`src/rtl/dcache_pkg.sv`:
```
// ============================================================================
// Module   : dcache_pkg
// Purpose  : Shared types and geometry defaults for the direct-mapped D-cache.
// Revision : 1.0  initial release
// ============================================================================
`default_nettype none

package dcache_pkg;

    localparam int c_def_line_addr_len = 3;
    localparam int c_def_set_addr_len  = 4;
    localparam int c_addr_w            = 32;
    localparam int c_byte_off_w        = 2;

    typedef enum logic [1:0] {
        IDLE = 2'd0,
        WB   = 2'd1,
        FILL = 2'd2
    } state_t;

    function automatic int tag_len(input int line_len, input int set_len);
        return c_addr_w - c_byte_off_w - line_len - set_len;
    endfunction

endpackage

`default_nettype wire

```
`src/rtl/dcache_data_array.sv`:
```
// ============================================================================
// Module   : dcache_data_array
// Purpose  : Tag/valid/dirty/word storage with combinational reads and
//            synchronous word and line-metadata writes.
// Revision : 1.0  initial release
// ============================================================================
`default_nettype none

module dcache_data_array
    import dcache_pkg::*;
#(
    parameter int LINE_ADDR_LEN = c_def_line_addr_len,
    parameter int SET_ADDR_LEN  = c_def_set_addr_len,
    parameter int TAG_LEN       = tag_len(LINE_ADDR_LEN, SET_ADDR_LEN)
) (
    input  logic                     clk,
    input  logic                     rst,
    input  logic [SET_ADDR_LEN-1:0]  set,
    input  logic [LINE_ADDR_LEN-1:0] rd_off_a,
    input  logic [LINE_ADDR_LEN-1:0] rd_off_b,
    output logic [31:0]              rd_word_a,
    output logic [31:0]              rd_word_b,
    output logic                     rd_valid,
    output logic                     rd_dirty,
    output logic [TAG_LEN-1:0]       rd_tag,
    input  logic                     word_we,
    input  logic [LINE_ADDR_LEN-1:0] word_off,
    input  logic [31:0]              word_data,
    input  logic                     meta_we,
    input  logic                     meta_valid,
    input  logic                     meta_dirty,
    input  logic [TAG_LEN-1:0]       meta_tag
);

    localparam int c_sets  = 1 << SET_ADDR_LEN;
    localparam int c_words = 1 << LINE_ADDR_LEN;

    logic [31:0]        words_q [c_sets][c_words];
    logic [TAG_LEN-1:0] tags_q  [c_sets];
    logic [c_sets-1:0]  valid_q, valid_d;
    logic [c_sets-1:0]  dirty_q, dirty_d;

    always_comb begin
        valid_d = valid_q;
        dirty_d = dirty_q;
        if (meta_we) begin
            valid_d[set] = meta_valid;
            dirty_d[set] = meta_dirty;
        end
    end

    always_ff @(posedge clk or posedge rst) begin
        if (rst) begin
            valid_q <= '0;
            dirty_q <= '0;
        end else begin
            valid_q <= valid_d;
            dirty_q <= dirty_d;
        end
    end

    // Payload arrays keep their contents across reset; only valid/dirty clear.
    always_ff @(posedge clk) begin
        if (word_we) words_q[set][word_off] <= word_data;
        if (meta_we) tags_q[set]            <= meta_tag;
    end

    assign rd_word_a = words_q[set][rd_off_a];
    assign rd_word_b = words_q[set][rd_off_b];
    assign rd_valid  = valid_q[set];
    assign rd_dirty  = dirty_q[set];
    assign rd_tag    = tags_q[set];

endmodule

`default_nettype wire

```
`src/rtl/dcache_ctrl.sv`:
```
// ============================================================================
// Module   : dcache_ctrl
// Purpose  : Direct-mapped write-back/write-allocate D-cache controller with
//            word-serial writeback/refill FSM and access/miss counters.
// Revision : 1.0  initial release
// ============================================================================
`default_nettype none

module dcache_ctrl
    import dcache_pkg::*;
#(
    parameter int LINE_ADDR_LEN = c_def_line_addr_len,
    parameter int SET_ADDR_LEN  = c_def_set_addr_len
) (
    input  logic        clk,
    input  logic        rst,
    input  logic        rd_req,
    input  logic        wr_req,
    input  logic [31:0] addr,
    input  logic [31:0] wr_data,
    output logic [31:0] rd_data,
    output logic        miss,
    output logic        mem_rd_req,
    output logic        mem_wr_req,
    output logic [31:0] mem_addr,
    output logic [31:0] mem_wdata,
    input  logic [31:0] mem_rdata,
    input  logic        mem_gnt,
    output logic [31:0] access_cnt,
    output logic [31:0] miss_cnt
);

    localparam int TAG_LEN = 32 - 2 - LINE_ADDR_LEN - SET_ADDR_LEN;
    localparam logic [LINE_ADDR_LEN-1:0] c_last_word = '1;

    logic [LINE_ADDR_LEN-1:0] w_off;
    logic [SET_ADDR_LEN-1:0]  w_set;
    logic [TAG_LEN-1:0]       w_tag;
    logic                     w_unused_ok;

    assign w_off       = addr[2 +: LINE_ADDR_LEN];
    assign w_set       = addr[2 + LINE_ADDR_LEN +: SET_ADDR_LEN];
    assign w_tag       = addr[31 -: TAG_LEN];
    assign w_unused_ok = &{1'b0, addr[1:0]};

    state_t                   state_q, state_d;
    logic [LINE_ADDR_LEN-1:0] cnt_q, cnt_d;
    logic                     mem_rd_req_q, mem_rd_req_d;
    logic                     mem_wr_req_q, mem_wr_req_d;
    logic [31:0]              mem_addr_q, mem_addr_d;
    logic [31:0]              mem_wdata_q, mem_wdata_d;
    logic [31:0]              access_cnt_q, access_cnt_d;
    logic [31:0]              miss_cnt_q, miss_cnt_d;

    logic                     w_req, w_hit;
    logic                     w_line_valid, w_line_dirty;
    logic [TAG_LEN-1:0]       w_line_tag;
    logic [31:0]              w_word_hit, w_word_wb;
    logic                     w_word_we, w_meta_we, w_meta_dirty;
    logic [LINE_ADDR_LEN-1:0] w_word_off;
    logic [31:0]              w_word_data;

    dcache_data_array #(
        .LINE_ADDR_LEN (LINE_ADDR_LEN),
        .SET_ADDR_LEN  (SET_ADDR_LEN),
        .TAG_LEN       (TAG_LEN)
    ) u_array (
        .clk        (clk),
        .rst        (rst),
        .set        (w_set),
        .rd_off_a   (w_off),
        .rd_off_b   (cnt_d),
        .rd_word_a  (w_word_hit),
        .rd_word_b  (w_word_wb),
        .rd_valid   (w_line_valid),
        .rd_dirty   (w_line_dirty),
        .rd_tag     (w_line_tag),
        .word_we    (w_word_we),
        .word_off   (w_word_off),
        .word_data  (w_word_data),
        .meta_we    (w_meta_we),
        .meta_valid (1'b1),
        .meta_dirty (w_meta_dirty),
        .meta_tag   (w_tag)
    );

    assign w_req   = rd_req | wr_req;
    assign w_hit   = w_req & w_line_valid & (w_line_tag == w_tag) & (state_q == IDLE);
    assign miss    = w_req & ~w_hit;
    assign rd_data = (w_hit & ~wr_req) ? w_word_hit : 32'd0;

    always_comb begin
        state_d      = state_q;
        cnt_d        = cnt_q;
        access_cnt_d = access_cnt_q;
        miss_cnt_d   = miss_cnt_q;
        w_word_we    = 1'b0;
        w_word_off   = w_off;
        w_word_data  = wr_data;
        w_meta_we    = 1'b0;
        w_meta_dirty = 1'b0;
        if (w_hit) access_cnt_d = access_cnt_q + 32'd1;
        case (state_q)
            IDLE: begin
                if (w_hit && wr_req) begin
                    w_word_we    = 1'b1;
                    w_meta_we    = 1'b1;
                    w_meta_dirty = 1'b1;
                end else if (miss) begin
                    miss_cnt_d = miss_cnt_q + 32'd1;
                    cnt_d      = '0;
                    state_d    = (w_line_valid && w_line_dirty) ? WB : FILL;
                end
            end
            WB: begin
                if (mem_gnt) begin
                    if (cnt_q == c_last_word) begin
                        cnt_d   = '0;
                        state_d = FILL;
                    end else begin
                        cnt_d = cnt_q + 1'b1;
                    end
                end
            end
            FILL: begin
                if (mem_gnt) begin
                    w_word_we   = 1'b1;
                    w_word_off  = cnt_q;
                    w_word_data = mem_rdata;
                    if (cnt_q == c_last_word) begin
                        w_meta_we = 1'b1;
                        cnt_d     = '0;
                        state_d   = IDLE;
                    end else begin
                        cnt_d = cnt_q + 1'b1;
                    end
                end
            end
            default: state_d = IDLE;
        endcase
    end

    // Memory-side outputs follow the next state/counter so the registered
    // address always names the word the current grant transfers.
    always_comb begin
        mem_rd_req_d = (state_d == FILL);
        mem_wr_req_d = (state_d == WB);
        mem_addr_d   = 32'd0;
        mem_wdata_d  = 32'd0;
        if (state_d == WB) begin
            mem_addr_d  = {w_line_tag, w_set, cnt_d, 2'b00};
            mem_wdata_d = w_word_wb;
        end else if (state_d == FILL) begin
            mem_addr_d  = {w_tag, w_set, cnt_d, 2'b00};
        end
    end

    always_ff @(posedge clk or posedge rst) begin
        if (rst) begin
            state_q      <= IDLE;
            cnt_q        <= '0;
            mem_rd_req_q <= 1'b0;
            mem_wr_req_q <= 1'b0;
            mem_addr_q   <= 32'd0;
            mem_wdata_q  <= 32'd0;
            access_cnt_q <= 32'd0;
            miss_cnt_q   <= 32'd0;
        end else begin
            state_q      <= state_d;
            cnt_q        <= cnt_d;
            mem_rd_req_q <= mem_rd_req_d;
            mem_wr_req_q <= mem_wr_req_d;
            mem_addr_q   <= mem_addr_d;
            mem_wdata_q  <= mem_wdata_d;
            access_cnt_q <= access_cnt_d;
            miss_cnt_q   <= miss_cnt_d;
        end
    end

    assign mem_rd_req = mem_rd_req_q;
    assign mem_wr_req = mem_wr_req_q;
    assign mem_addr   = mem_addr_q;
    assign mem_wdata  = mem_wdata_q;
    assign access_cnt = access_cnt_q;
    assign miss_cnt   = miss_cnt_q;

endmodule

`default_nettype wire
```
`config.mk`:
```
export PLATFORM = sky130hd
export DESIGN_NAME = dcache_ctrl
export DESIGN_NICKNAME = d
export VERILOG_FILES = /design/src/rtl/dcache_pkg.sv /design/src/rtl/dcache_data_array.sv /design/src/rtl/dcache_ctrl.sv
export SDC_FILE = /design/constraint.sdc
export NUM_CORES = 2
export LEC_CHECK = 0
export BUFFER_PORTS_ARGS = -buffer_cell sky130_fd_sc_hd__buf_2
export CORE_MARGIN = 1.5
export CORE_UTILIZATION = 55
export DETAILED_ROUTE_END_ITERATION = 6
export PLACE_DENSITY_LB_ADDON = 0.05
export REMOVE_ABC_BUFFERS = 1
export SLEW_MARGIN = 20
export SYNTH_ARGS = -nofsm -noshare
export SYNTH_HDL_FRONTEND = slang
export SYNTH_MEMORY_MAX_BITS = 65536
export SYNTH_SLANG_ARGS = --single-unit
export TNS_END_PERCENT = 100
```
`constraint.sdc`:
```
create_clock -name clk -period 6.14 [get_ports clk]
set_clock_uncertainty 0.15 [all_clocks]
set_input_delay 0 -clock clk [delete_from_list [all_inputs] [get_ports clk]]
set_output_delay 0 -clock clk [all_outputs]
set_load 0.01 [all_outputs]
```
# == Word level (Yosys, flattened, before mapping) ==
# Memory sizes are Yosys's and may differ from the RTL's.
# Index checks and enable logic that the tools add are counted.
# totals
register_bits,167
mem_bits_rw,4464
wordCells,94
mem_count,2
# classes
add_sub_neg,3
order_cmp,6
eq_ne,6
n_mux,47
bitwise_logic,13
n_reduce_logical,7
# memory_table
name,depth,width,read_ports,rd_clocked_by_memory_dff,wr,line_no,text
u_array.words_q,16,256,1,0,1,dcache_data_array.sv:38,logic [31:0] words_q [c_sets][c_words];
u_array.tags_q,16,23,1,0,1,dcache_data_array.sv:39,logic [TAG_LEN-1:0] tags_q [c_sets];
# ops
cell,n
$mux W32,11
$mux W256,1
$bmux W32 S3,2
$demux W32 S3,1
$add A32 B1 Y32 const B,2
$eq A23 B23 Y1,1
$mux W3,6
$bwmux W16,1
$or A16 B16 Y16,1
$mux W2,7
$ge A4 B4 Y1 const B,3
$not A3 Y4,3
$mux W1,11
$bmux W1 S4,2
$pmux W2 S3,1
$pmux W3 S2,1
$and A1 B1 Y1,5
$lt A4 B5 Y1 const B,1
$demux W1 S4,1
$eq A2 B1 Y1 const B,2
$eq A2 B2 Y1 const B,2
$ge A4 B1 Y1 const B,1
$logic_and A1 B1 Y1,4
$lt A4 B1 Y1 const B,1
8 further kinds,11

# == Depth between registers and ports, before layout ==
# depth
ltp_word,15
depth_mapped,18

# == Cells and area by module ==
# Synthesis repeated with hierarchy kept, for this count alone.
# hier_totals
hier_cells,9107
area_unflattened_um2,183624.9
# modules_own_cells
module,instances,cells_per_inst,area_per_inst_um2,seq_area_each_um2
dcache_data_array,1,8484,177004.8,134849.3
dcache_ctrl,1,623,6620.1,3328.2

# == Worst setup path after synthesis ==
# OpenSTA, ideal clock, no wires.
# synth_path
path_kind,input to register
start,in addr[6]
end,"mem u_array.words_q[0][100] (netlist bit), enable pin"
setup_time_ns,0.421
arrival_ns,4.312
t_required_ns,5.569
path_slack_ns,1.257
stages,15
path_buffers,4
cell_sequence,buf_6 buf_8 buf_8 mux4_2 xnor2_1 a22oi_1 o2111ai_1 a2111oi_4 nand4b_4 nor2_2 nand2_1 o31ai_2 nand2_1 clkbuf_1 nor2_1
# synth_between
elab_chain_cells,10
# synth_lines
element,line_no,text
start: declaration,dcache_ctrl.sv:19,"input logic [31:0] addr,"
branches (longest 10 deep; another with $mem_v2 Z16 W23),--,
end: declaration,dcache_data_array.sv:38,
# Several ways; the timed one is not identified. The select of a mux whose other input is x is not followed.

# == Worst setup path after layout ==
# layout_path
start,in addr[6]
end,out rd_data[8]
# layout_between
elab_chain_cells,7
# layout_lines
element,line_no,text
branches (longest 6 deep; another with $mem_v2 Z16 W23),--,
$mux W32 *,dcache_ctrl.sv:90,assign rd_data = (w_hit & ~wr_req) ? w_word_hit : 32'd0;
end: declaration,dcache_ctrl.sv:21,"output logic [31:0] rd_data,"
# Mark *: on every way between the ends. The select of a mux whose other input is x is not followed.

==> run_results.csv <==
group,metric,value,unit
status,outcome,"completed",
clock_tree,cts_inserted_buffers,464,
critical_path,worst_path_dominant_cell_family,"buffers and inverters",
pwr,combPwrFrac,0.115,
finish,nNetsFinal,8598,
pwr,p_sw,18.0,mW
floorplanning,chipHeight,576,um
pwr,power_report.internal_total,55.3,mW
yosys,asyncSetResetFlopFracSynth,0.0356,
routing,routed_wl,508,mm
clock_tree,clk_transition_reported_paths,0.06,ns
yosys,synth_simple_gate_area_share,0.0154,
yosys,synth-edff-count,4464,
pwr,power_leakage,66.8,nW
floorplanning,io_pins,264,
finish,fillers,21900,
floorplanning,fp-row-count,210,
yosys,synth_top_family_by_area,"multiplexers",
timing,timing.final.ws_setup,0.0775,ns
critical_path,timing.critical_path.slowest_cell_delay,0.84,ns
timing,period_share,0.987,
critical_path,cp_data_required_time,5.99,ns
placement,preCtsSetupSlack,0.0735,ns
critical_path,path_cells,"dlygate4sd3_1, buf_12, buf_4, buf_4, buf_12, mux4_2, mux4_2, mux4_2, nand2_1, a21oi_1, buf_2",
placement,gp_congestion,0.870,
grt,grt_start_max_net_pins,129,
timing,report.final.slew_viol_count,0,
clock_tree,clk_root_buffer_cell,"sky130_fd_sc_hd__clkbuf_16",
placement,placed_cells,12200,
yosys,synth_compound_area_frac,0.00983,
routing,first_pass_iters,6,
pwr,irDropWorstVdd,406,uV
critical_path,worst_path_max_delay_cell,"sky130_fd_sc_hd__buf_4",
clock_tree,worst_skew_pair.late_latency,1.01,ns
pwr,pwr-share-seq,0.502,
timing,maxSlewHeadroom,0.0960,
finish,postLayoutCoreUtil,0.633,
pwr,totalPowerFinal,73.4,mW
yosys,synthDominantAreaCellType,"sky130_fd_sc_hd__edfxtp_1",
grt,first_global_vias,88100,
routing,antenna_left,0,
routing,vias_per_cell,6.62,
clock_tree,cts_resized,0,
yosys,synthXorXnorAreaFrac,0.00398,
yosys,synthCells,7719,
timing,timing.fmax,0.165,GHz
yosys,synth.top_cells.by_area,"sky130_fd_sc_hd__edfxtp_1 74%, sky130_fd_sc_hd__mux4_2 18%, sky130_fd_sc_hd__dfrtp_1 2.3%",
timing,finalSetupTns,0,ns
routing,avgRoutedWirePerCell,38.3,um
floorplanning,start_util,0.552,
yosys,synth.area.mux_share,0.193,
floorplanning,fp.dieArea,0.331,sq mm
critical_path,ff2ff_setup_slack,0.56,ns
routing,routed-via-count,87700,
pwr,sw_frac_of_total,0.246,
worst_hold_path,holdCritPathClass,"in -> reg",
floorplanning,coreArea,0.327,sq mm
grt,grt_remaining_overflow,0,
routing,dr_drc_count,0,
timing,rsz_0062_raised_after_global_routing,"false",
finish,syn_to_final_growth,14.6,%
yosys,fraction_of_the_mapped_netlist_area_in_adder_cells,0.000555,
grt,grt_antenna_before_repair,31,
grt,grt_pass1_wl,701,mm
critical_path,timing.critical_path.to_type,"primary output",
timing,final-hold-violation-count,0,
yosys,synth_area,0.180,sq mm
yosys,synth_sequential_area_ratio,0.766,
critical_path,path_class,"in -> out",
run,maxCapViolations,0,
pwr,pwr_density_cell,355,mW/mm^2
finish,finish.cell_count_without_fillers,13300,
critical_path,cp-start-kind,"input port",
yosys,netlist.area_leader.share,0.743,
yosys,synth_top_flop_cell,"sky130_fd_sc_hd__edfxtp_1",
clock_tree,cts_tree,"done",
routing,number_of_design_rule_violations_left_by_the_first_detailed_router_iteration,11700,
clock_tree,cts-root-to-sink-buffers,4,
critical_path,path_common_cell,"sky130_fd_sc_hd__mux4_2",
finish,drive_above_1_share,0.338,
yosys,synth-warning-count,0,
pwr,pwr-share-clk,0.383,
yosys,ys_types,84,
critical_path,critPathMaxFanout,112,
clock_tree,cts_htree_levels,5,
timing,final-setup-viol-count,0,
yosys,syn_area_per_cell,23.4,sq um
yosys,ff_latch_count_synth,4629,
clock_tree,clk_sink_count,4629,
critical_path,critPathArrivalTime,5.91,ns
grt,gr-usage-all-layers,0.308,
timing,layout_min_cycle_time,6.06,ns
placement,dp_hpwl,291,mm
critical_path,buf_inv_on_cp,6,
placement,place.port_buffers,259,
timing,max_slew.worst_pin.slew,1.36,ns
floorplanning,die_x,576,um
==> cell type report <==
class                           instances  area (sq um)  area share
Antenna cell                           14          35.0    0.000169
Clock buffer                          579         12300      0.0597
Clock inverter                        290          2720      0.0132
Inverter                               28           118    0.000569
Multi-Input combinational cell       2632         41600       0.201
Sequential cell                      4629        138000       0.668
Tap cell                             4346          5440      0.0263
Timing Repair Buffer                  734          6410      0.0310
==> per-layer routing <==
metal,up-vias,part of all wire,track usage
met3,840,0.084,0.0531
met4,4,0.046,0.121
li1,34500,-,-
met1,48000,0.38,0.426
met2,4405,0.49,0.497
met5,-,0.000041,0
==> cell usage in the layout (no fill, tap or decap), drive strengths merged, types with 132 or more instances in the layout <==
cell	instances
edfxtp	4464
mux4	1411
buf	602
clkbuf	579
nand2	246
clkinv	223
mux2i	218
nor2	195
dfrtp	165
dlygate4sd3	132
==> sequential cells by signal (all words and copies together) (netlist names) <==
register / cells
u_array.words_q: 4096
u_array.tags_q: 368
access_cnt: 32
mem_wdata: 32
miss_cnt: 32
mem_addr: 30
u_array.dirty_q: 16
u_array.valid_q: 16
cnt_q: 3
state_q: 2
mem_rd_req: 1
mem_wr_req: 1
==> metrics by stage <==
step	hold slack, ns	instance area [sq um]
floorplan	-0.0511	178000
global placement	0.0131	190000
detailed placement	0.0277	190000
CTS	0.00434	206000
global route	0.0623	207000
finish	0.0481	207000
==> power groups by stage <==
stage,clock [mW],sequential [mW],combinational (mW)
after floorplan,0,37.8,3.88
after global placement,0,37.5,7.66
after detailed placement,0,37.5,7.91
after CTS,28.4,36.8,8.24
after global routing,29.6,36.8,8.71
final,28.1,36.8,8.45
==> worst reg2reg max path, cell delays in order (launching register included) <==
cell,delay [ns]
sky130_fd_sc_hd__edfxtp_1,0.37
sky130_fd_sc_hd__mux4_2,0.49
sky130_fd_sc_hd__xnor2_1,0.14
sky130_fd_sc_hd__a22oi_1,0.40
sky130_fd_sc_hd__o2111ai_1,0.25
sky130_fd_sc_hd__a2111oi_4,0.35
sky130_fd_sc_hd__nand4b_4,0.21
sky130_fd_sc_hd__nor2_2,0.19
sky130_fd_sc_hd__nand2_1,0.36
sky130_fd_sc_hd__o31ai_4,0.69
sky130_fd_sc_hd__nand2b_2,0.66
sky130_fd_sc_hd__nor2_4,0.73
sky130_fd_sc_hd__buf_12,0.29
==> cell families (layout without fill, tap and decap cells) <==
logic type      after synthesis  after routing
mux                        1701           1701
flops                      4629           4629
simple gates                609            609
compound gates              230            230
fa+ha+maj                     8              8
other cells                   1             16
xor+xnor                     82             82
buf+inv                     459           1631
==> synth_stat cells, drive strengths merged, types with 3 or more instances <==
master,number
a21o,8
a21oi,45
a22o,22
a22oi,33
a31oi,7
a32o,6
and2,10
and3,19
and4,5
buf,202
clkbuf,229
dfrtp,165
edfxtp,4464
ha,8
inv,26
mux2,72
mux2i,218
mux4,1411
nand2,246
nand2b,11
nand3,36
nand4,12
nand4b,3
nor2,195
nor2b,15
nor3,14
nor4,8
o2111ai,4
o21a,3
o21ai,49
o22ai,32
o31ai,3
or2,21
or3,3
xnor2,54
xor2,28
==> final timing paths <==
check,startpoint,to,depth (start not counted)
worst max register to register,u_array.tags_q[9][1],u_array.words_q[2][185],12
worst min register to register,u_array.valid_q[15],u_array.valid_q[15],1
max in group asynchronous,rst,mem_addr[30],5
min in group asynchronous,rst,access_cnt[18],4
worst max-delay path,addr[6],rd_data[8],11
worst min-delay path,wr_data[26],u_array.words_q[2][58],3
==> repair_timing <==
action / CTS / global route
hold buffers: 131 / 23
endpoints found under the hold margin: 1808 / 642
buffers inserted: 0 / 0
Power figures use the tool's default switching activity.
